[src/rtl/dma_pcis_rd_responder_if.sv]
// AXI4 read channels plus the 512-bit result stream seen by the DMA PCIS read responder.
interface dma_pcis_rd_responder_if #(
    parameter int unsigned ID_W   = 6,
    parameter int unsigned DATA_W = 512
);
    logic [ID_W-1:0]   s_arid;
    logic [63:0]       s_araddr;
    logic [7:0]        s_arlen;
    logic [2:0]        s_arsize;
    logic              s_arvalid;
    logic              s_arready;
    logic [ID_W-1:0]   s_rid;
    logic [DATA_W-1:0] s_rdata;
    logic [1:0]        s_rresp;
    logic              s_rlast;
    logic              s_rvalid;
    logic              s_rready;
    logic [DATA_W-1:0] str_tdata;
    logic              str_tvalid;
    logic              str_tready;

    // Requester / stream-source side
    modport master (
        output s_arid, s_araddr, s_arlen, s_arsize, s_arvalid, s_rready,
        output str_tdata, str_tvalid,
        input  s_arready, s_rid, s_rdata, s_rresp, s_rlast, s_rvalid, str_tready
    );

    // Responder side
    modport slave (
        input  s_arid, s_araddr, s_arlen, s_arsize, s_arvalid, s_rready,
        input  str_tdata, str_tvalid,
        output s_arready, s_rid, s_rdata, s_rresp, s_rlast, s_rvalid, str_tready
    );
endinterface

[src/rtl/dma_pcis_rd_responder.sv]
// Burst-accurate AXI4 read responder: frames the width-converter stream into R bursts per queued AR.
// Optional stall timeout (SLVERR beats) enabled by defining DMA_PCIS_RD_TIMEOUT_EN.
module dma_pcis_rd_responder #(
    parameter int unsigned ID_W           = 6,
    parameter int unsigned DATA_W         = 512,
    parameter int unsigned AR_DEPTH       = 4,
    parameter int unsigned TIMEOUT_CYCLES = 4096
) (
    input  logic                      clk,
    input  logic                      rst,
    dma_pcis_rd_responder_if.slave    bus,
    output logic [$clog2(AR_DEPTH):0] outstanding,
    output logic [15:0]               err_beats
);
    localparam int unsigned PTR_W = $clog2(AR_DEPTH);
    localparam int unsigned CNT_W = PTR_W + 1;

    logic [ID_W-1:0]   id_mem  [AR_DEPTH];
    logic [7:0]        len_mem [AR_DEPTH];
    logic [PTR_W-1:0]  wr_ptr_q, wr_ptr_d, rd_ptr_q, rd_ptr_d;
    logic [CNT_W-1:0]  cnt_q, cnt_d;
    logic              arready_q, arready_d;
    logic [7:0]        beat_cnt_q, beat_cnt_d;
    logic [ID_W-1:0]   rid_q, rid_d;
    logic [DATA_W-1:0] rdata_q, rdata_d;
    logic [1:0]        rresp_q, rresp_d;
    logic              rlast_q, rlast_d;
    logic              rvalid_q, rvalid_d;

    logic push_c, pop_c, head_valid_c, can_load_c, load_c, head_last_c, tmo_beat_c;
    logic unused_ar_c;

    assign unused_ar_c = ^{bus.s_araddr, bus.s_arsize};

    assign push_c       = bus.s_arvalid && arready_q;
    assign head_valid_c = (cnt_q != '0);
    assign can_load_c   = head_valid_c && (!rvalid_q || bus.s_rready);
    assign load_c       = can_load_c && (bus.str_tvalid || tmo_beat_c);
    assign head_last_c  = (beat_cnt_q == len_mem[rd_ptr_q]);
    assign pop_c        = load_c && head_last_c;

    assign bus.str_tready = can_load_c;
    assign bus.s_arready  = arready_q;
    assign bus.s_rid      = rid_q;
    assign bus.s_rdata    = rdata_q;
    assign bus.s_rresp    = rresp_q;
    assign bus.s_rlast    = rlast_q;
    assign bus.s_rvalid   = rvalid_q;
    assign outstanding    = cnt_q;

`ifdef DMA_PCIS_RD_TIMEOUT_EN
    localparam int unsigned TMO_W = $clog2(TIMEOUT_CYCLES);

    logic [TMO_W-1:0] tmo_q, tmo_d;
    logic [15:0]      err_q, err_d;

    // A stream beat always wins; the error beat only replaces a missing one.
    assign tmo_beat_c = (tmo_q == TMO_W'(TIMEOUT_CYCLES - 1)) && !bus.str_tvalid;
    assign err_beats  = err_q;

    always_comb begin
        tmo_d = tmo_q;
        err_d = err_q;
        if (load_c) begin
            tmo_d = '0;
        end else if (can_load_c && !bus.str_tvalid) begin
            tmo_d = tmo_q + 1'b1;
        end
        if (load_c && tmo_beat_c && (err_q != 16'hFFFF)) begin
            err_d = err_q + 16'd1;
        end
    end

    always_ff @(posedge clk or posedge rst) begin
        if (rst) begin
            tmo_q <= '0;
            err_q <= '0;
        end else begin
            tmo_q <= tmo_d;
            err_q <= err_d;
        end
    end
`else
    localparam int unsigned UNUSED_TMO = TIMEOUT_CYCLES;

    assign tmo_beat_c = 1'b0;
    assign err_beats  = '0;
`endif

    // Queue pointers, occupancy, head beat counter and output stage next-state
    always_comb begin
        wr_ptr_d   = wr_ptr_q;
        rd_ptr_d   = rd_ptr_q;
        beat_cnt_d = beat_cnt_q;
        rid_d      = rid_q;
        rdata_d    = rdata_q;
        rresp_d    = rresp_q;
        rlast_d    = rlast_q;
        rvalid_d   = rvalid_q;

        if (push_c) begin
            wr_ptr_d = wr_ptr_q + 1'b1;
        end
        if (pop_c) begin
            rd_ptr_d = rd_ptr_q + 1'b1;
        end
        cnt_d     = cnt_q + CNT_W'(push_c) - CNT_W'(pop_c);
        arready_d = (cnt_d != CNT_W'(AR_DEPTH));

        if (load_c) begin
            beat_cnt_d = head_last_c ? 8'd0 : beat_cnt_q + 8'd1;
            rid_d      = id_mem[rd_ptr_q];
            rdata_d    = bus.str_tvalid ? bus.str_tdata : '0;
            rresp_d    = bus.str_tvalid ? 2'b00 : 2'b10;
            rlast_d    = head_last_c;
            rvalid_d   = 1'b1;
        end else if (bus.s_rready) begin
            rvalid_d   = 1'b0;
        end
    end

    always_ff @(posedge clk or posedge rst) begin
        if (rst) begin
            wr_ptr_q   <= '0;
            rd_ptr_q   <= '0;
            cnt_q      <= '0;
            arready_q  <= 1'b0;
            beat_cnt_q <= '0;
            rid_q      <= '0;
            rdata_q    <= '0;
            rresp_q    <= '0;
            rlast_q    <= 1'b0;
            rvalid_q   <= 1'b0;
        end else begin
            wr_ptr_q   <= wr_ptr_d;
            rd_ptr_q   <= rd_ptr_d;
            cnt_q      <= cnt_d;
            arready_q  <= arready_d;
            beat_cnt_q <= beat_cnt_d;
            rid_q      <= rid_d;
            rdata_q    <= rdata_d;
            rresp_q    <= rresp_d;
            rlast_q    <= rlast_d;
            rvalid_q   <= rvalid_d;
        end
    end

    // Queue storage needs no reset: entries are only read while occupancy says valid
    always_ff @(posedge clk) begin
        if (push_c) begin
            id_mem[wr_ptr_q]  <= bus.s_arid;
            len_mem[wr_ptr_q] <= bus.s_arlen;
        end
    end
endmodule

[src/flat_wrapper.sv]
// flat-port wrapper written by rule: the top's interface ports become plain ports
module dma_pcis_rd_responder_flat 
#(
    parameter int unsigned ID_W           = 6,
    parameter int unsigned DATA_W         = 512,
    parameter int unsigned AR_DEPTH       = 4,
    parameter int unsigned TIMEOUT_CYCLES = 4096
)
  (clk, rst, outstanding, err_beats, bus_s_arid, bus_s_araddr, bus_s_arlen, bus_s_arsize, bus_s_arvalid, bus_s_rready, bus_str_tdata, bus_str_tvalid, bus_s_arready, bus_s_rid, bus_s_rdata, bus_s_rresp, bus_s_rlast, bus_s_rvalid, bus_str_tready);
  dma_pcis_rd_responder_if #(.ID_W(ID_W), .DATA_W(DATA_W)) bus_i ();
  input  logic clk;
  input  logic rst;
  output logic [$clog2(AR_DEPTH):0] outstanding;
  output logic [15:0] err_beats;
  input wire logic [$bits(bus_i.s_arid)-1:0] bus_s_arid;
  input wire logic [$bits(bus_i.s_araddr)-1:0] bus_s_araddr;
  input wire logic [$bits(bus_i.s_arlen)-1:0] bus_s_arlen;
  input wire logic [$bits(bus_i.s_arsize)-1:0] bus_s_arsize;
  input wire logic [$bits(bus_i.s_arvalid)-1:0] bus_s_arvalid;
  input wire logic [$bits(bus_i.s_rready)-1:0] bus_s_rready;
  input wire logic [$bits(bus_i.str_tdata)-1:0] bus_str_tdata;
  input wire logic [$bits(bus_i.str_tvalid)-1:0] bus_str_tvalid;
  output wire logic [$bits(bus_i.s_arready)-1:0] bus_s_arready;
  output wire logic [$bits(bus_i.s_rid)-1:0] bus_s_rid;
  output wire logic [$bits(bus_i.s_rdata)-1:0] bus_s_rdata;
  output wire logic [$bits(bus_i.s_rresp)-1:0] bus_s_rresp;
  output wire logic [$bits(bus_i.s_rlast)-1:0] bus_s_rlast;
  output wire logic [$bits(bus_i.s_rvalid)-1:0] bus_s_rvalid;
  output wire logic [$bits(bus_i.str_tready)-1:0] bus_str_tready;
  assign bus_i.s_arid = bus_s_arid;
  assign bus_i.s_araddr = bus_s_araddr;
  assign bus_i.s_arlen = bus_s_arlen;
  assign bus_i.s_arsize = bus_s_arsize;
  assign bus_i.s_arvalid = bus_s_arvalid;
  assign bus_i.s_rready = bus_s_rready;
  assign bus_i.str_tdata = bus_str_tdata;
  assign bus_i.str_tvalid = bus_str_tvalid;
  assign bus_s_arready = bus_i.s_arready;
  assign bus_s_rid = bus_i.s_rid;
  assign bus_s_rdata = bus_i.s_rdata;
  assign bus_s_rresp = bus_i.s_rresp;
  assign bus_s_rlast = bus_i.s_rlast;
  assign bus_s_rvalid = bus_i.s_rvalid;
  assign bus_str_tready = bus_i.str_tready;
  dma_pcis_rd_responder #(.ID_W(ID_W), .DATA_W(DATA_W), .AR_DEPTH(AR_DEPTH), .TIMEOUT_CYCLES(TIMEOUT_CYCLES)) u_core (.clk(clk), .rst(rst), .bus(bus_i), .outstanding(outstanding), .err_beats(err_beats));
endmodule
[config.mk]
export PLATFORM = sky130hd
export DESIGN_NAME = dma_pcis_rd_responder_flat
export DESIGN_NICKNAME = d
export VERILOG_FILES = /design/src/rtl/dma_pcis_rd_responder_if.sv /design/src/rtl/dma_pcis_rd_responder.sv /design/src/flat_wrapper.sv
export SDC_FILE = /design/constraint.sdc
export NUM_CORES = 1
export LEC_CHECK = 0
export ABC_AREA = 1
export CAP_MARGIN = 15
export CORE_AREA = 2 2 439 441
export DETAILED_ROUTE_END_ITERATION = 12
export DIE_AREA = 0 0 441 443
export SETUP_SLACK_MARGIN = 0.1
export SYNTH_ARGS = -nofsm -noshare
export SYNTH_HDL_FRONTEND = slang
export SYNTH_SLANG_ARGS = --single-unit
[constraint.sdc]
create_clock -name clk -period 41.1 [get_ports clk]
set_input_delay 8.22 -clock clk [delete_from_list [all_inputs] [get_ports clk]]
set_output_delay 8.22 -clock clk [all_outputs]
set_load 0.01 [all_outputs]
After elaboration in Yosys (flattened, before gate mapping)
Memories as Yosys holds them, arrays and structs flattened. A register that Yosys moved wholly into a read port is not among the register bits.
Index checks and enable logic that the tools add are counted.
Storage, ports and cells
  word-level logic and storage cells: 33
  input port bits: 598
  RAM bits: 56
  register bits: 532
  output and inout bits: 543
  memories: 2
Memories
  u_core.len_mem: words 4, bits a word 8, rd ports 1, clocked after Yosys merged registers in 0, wr ports 1, RTL line dma_pcis_rd_responder.sv:19  | logic [7:0] len_mem [AR_DEPTH];
  u_core.id_mem: words 4, bits a word 6, rd ports 1, clocked after Yosys merged registers in 1, wr ports 1, RTL line dma_pcis_rd_responder.sv:18  | logic [ID_W-1:0] id_mem [AR_DEPTH];
Operators by class
  reduce and logical (&&, ||, !) cells: 8
  equal/unequal tests: 2
  add/sub/neg operators: 5
  mux-type cells: 7
Operators by type and width (count)
  $mux W512: 1
  $add A8 B1 Y8 const B: 1
  $eq A8 B8 Y1: 1
  $mux W8: 1
  $add A2 B1 Y2 const B: 2
  $logic_and A1 B1 Y1: 4
  $mux W1: 4
  $add A3 B1 Y3: 1
  $ne A3 B3 Y1 const B: 1
  $reduce_bool A3 Y1: 1
  $sub A3 B1 Y3: 1
  $mux W2: 1
  $reduce_bool A2 Y1: 1
  $logic_not A1 Y1: 1
  $logic_or A1 B1 Y1: 1

Depth between registers and ports, before layout
  word-level depth: 7
  gate-level depth with buffers: 18
  gate-level depth less buffers: 17

Least setup slack after synthesis
No wires, ideal clock.
  path kind: input to output
  from: in bus_s_rready
  to: out bus_str_tready
  data required time: 32.880 ns
  data arrival time: 8.466 ns
  cell stages on the path: 4
  slack: 24.414 ns
  path through: inv_1 > nand2_1 > nand2_1 > inv_1
Between the ends
  word-level cells in the longest chain between the ends: 2
Ends and longest elaborated chain
  start, declared: RTL line flat_wrapper.sv:20  | input wire logic [$bits(bus_i.s_rready)-1:0] bus_s_rready;
  $logic_or A1 B1 Y1: RTL line dma_pcis_rd_responder.sv:37  | assign can_load_c = head_valid_c && (!rvalid_q || bus.s_rready);
  $logic_and A1 B1 Y1: RTL line dma_pcis_rd_responder.sv:37
  end, declared: RTL line flat_wrapper.sv:29  | output wire logic [$bits(bus_i.str_tready)-1:0] bus_str_tready;
No other way between the ends.

Final worst setup path
Ends and elaborated chain as after synthesis.

==> results.toml <==
[status]
outcome = "finished, final reports clean"

[grt]
track_usage = 0.131
grt_max_degree = 135
grt_pass1_vias = 20809
gr-total-overflow = 0
grt_pass1_wl_um = 176000
antenna_found_initial = 49

[sta]
finalCritPeriodShare = 0.431
fmax_mhz = 56.5
finalSetupViolations = 0
skew_ps = 23.8
setup_tns_ps = 0
setup_ws_ps = 23400
maxSlewHeadroom = 0.295
worst_pin_slew_ps = 1060
finalHoldViolations = 0
slew_violations = 0
final.min_clock_period_ps = 17700
rsz0062_at_grt = "false"

[die]
dieHeight_um = 443
dieArea_um2 = 195000
core-area_um2 = 191000
std_cell_rows = 161
ios = 1141
die_x_um = 441
start_util = 0.119

[clock_tree]
ctsHoldBuffers = 0
cts_max_level = 3
cts_tree = "yes"
cts.sinks = 593
insertion_delay_ps = 680
cts_made_buffers = 78
path_clk_slew_ps = 60
cts_setup_buffers = 0
postCtsResizedCells = 0
clock_path_buffers = 3
cts-root-buf = "clkbuf_16"

[synthesis]
synth-edff-count = 56
syn_area_per_cell_um2 = 9.04
synthesis.area_um2 = 22800
synth_cell_type_count = 25
ys_warn_count = 0
synth_flop_cell = "dfrtp_1"
synth_most_common_cell = "nand2_1"
synth-seq-cells = 593
yosysSeqAreaShare = 0.664
synth_largest_area_cell = "dfrtp_1"
netlist_instances = 2518
synth.top_cell.area_share = 0.590
synth_commonest_cells = "nand2_1 (1645), dfrtp_1 (537), buf_2 (80), edfxtp_1 (56), inv_1 (38)"
async_flop_share = 0.906
synth_area_leaders = "dfrtp_1 (59%), nand2_1 (27%), edfxtp_1 (7.4%), buf_2 (1.8%), buf_4 (0.69%)"

[cells_and_area]
area_growth_pct = 70.0
fill_cells = 21003
nets = 4160
drive_gt1_frac = 0.0459

[drt]
via_count = 20890
viasPerCell = 3.40
drc = 0
routedWlPerCell_um = 21.6
ant_nets = 0
dr.pass1.iters = 5
drt_iter0_drc = 1356
wl_um = 133000

[flow_run]
cap_violations = 0

[worst_hold_path]
hold_depth = 2
hold_start = "u_core.bus.s_rresp[1]$_DFFE_PP0P_"
min_path_type = "register to register"
min_to = "u_core.bus.s_rresp[1]$_DFFE_PP0P_"

[worst_setup_path]
cp-start-kind = "input port"
criticalPathCategory = "input port to output pin"
crit_start = "bus_s_rready"
path_max_fanout = 3
arrival_ps = 9480
worst_setup_path_end_kind = "output pin"
reg2regPathDepth = 9
reg2reg_from = "u_core.outstanding[1]$_DFF_PP0_"
r2r-end = "u_core.bus.s_rdata[267]$_DFFE_PP0P_"
critPathRequiredTime_ps = 32880
reg2reg_slack_ps = 36370

[place]
placement.io_buffers = 1056
dp_slack_ps = 23400
hpwl_um = 106000
gp_congestion = 0.938

[power]
vdd_ir_drop_max_mv = 0.0294
power_density_nw_per_um2 = 73.1
p_leak_nw = 17.8
==> routing by layer <==
layer | wire length, um | GRT usage | vias up
met4 | 3470 | 0.0376 | 30
met5 | 178 | 0 | -
li1 | - | - | 9698
met1 | 55000 | 0.162 | 10124
met3 | 10000 | 0.0375 | 187
met2 | 64200 | 0.221 | 851
==> sequential cells by signal, summed over array words and instances, names as in the netlist <==
signal	count
u_core.wr_ptr_q	2
u_core.bus.s_rlast	1
u_core.bus.s_rvalid	1
u_core.bus.s_rid	6
u_core.len_mem	32
u_core.bus.s_rresp	1
u_core.bus.s_arready	1
u_core.beat_cnt_q	8
u_core.outstanding	3
u_core.bus.s_rdata	512
u_core.id_mem	24
u_core.rd_ptr_q	2
==> per-stage QoR <==
stage | util | hold slack (ps) | total power, mW | cells | area [um^2]
2_1_floorplan | - | 503 | 1.36 | 2534 | 22800
3_3_place_gp | 0.188 | 451 | 2.14 | 6000 | 36000
3_5_place_dp | 0.188 | 458 | 2.15 | 6000 | 36000
4_1_cts | 0.202 | 477 | 2.89 | 6142 | 38700
5_1_grt | 0.202 | 486 | 2.99 | 6144 | 38700
6_report | 0.202 | 473 | 2.83 | 6147 | 38700
==> worst max path at each step <==
stage | to | cells after the start | slack (ps)
floorplan | u_core.beat_cnt_q[0]$_DFFE_PP0P_ | 1 | 17870
CTS | bus_str_tready | 6 | 23390
detailed placement | bus_str_tready | 6 | 23400
global placement | bus_str_tready | 6 | 23370
global route | bus_str_tready | 6 | 23330
finish | bus_str_tready | 6 | 23400
==> cell families (layout without fill, tap and decap cells) <==
kind of cell	Yosys count	count (layout)	share of synthesized area
buffers and inverters	183	1265	0.0390
DFF	593	593	0.664
other	1	22	0.000165
AOI/OAI and AO/OA	23	23	0.00539
and+or+nand+nor	1704	1704	0.284
xor gates and xnor gates	6	6	0.00231
adders and majority gates	8	8	0.00473
==> worst max-delay path, cell delays in order <==
cell and delay [ps]:
clkdlybuf4s50_1 450, inv_1 40, nand2_1 130, nand2_1 70, inv_1 50, clkdlybuf4s50_1 520
==> power breakdown <==
group	internal (mW)	leakage, nW	switching [mW]
sequential	0.825	7.11	0.152
combinational	0.524	9.40	0.617
clock	0.416	1.30	0.296
total	1.76	17.8	1.06
==> area by class of cell <==
type | instances | area (um^2) | area share
well taps | 2526 | 3160 | 0.0817
inverters | 42 | 173 | 0.00446
diodes | 5 | 12.5 | 0.000323
multi-input cells | 1758 | 6820 | 0.176
clock buffers | 98 | 2170 | 0.0560
repair buffers | 1081 | 10800 | 0.278
clock inverters | 44 | 482 | 0.0124
flip-flops and latches | 593 | 15100 | 0.391
==> cells in the final DEF, fill, tap and decap left out, drive strengths merged, types with 7 or more instances in the layout <==
master,count
nand2,1645
edfxtp,56
clkinv,25
dfrtp,537
conb,17
clkdlybuf4s50,1056
clkbuf,98
nor2,25
inv,50
buf,25
ha,7
nand3,30
o21ai,17
(Power assumes the default switching activity.)
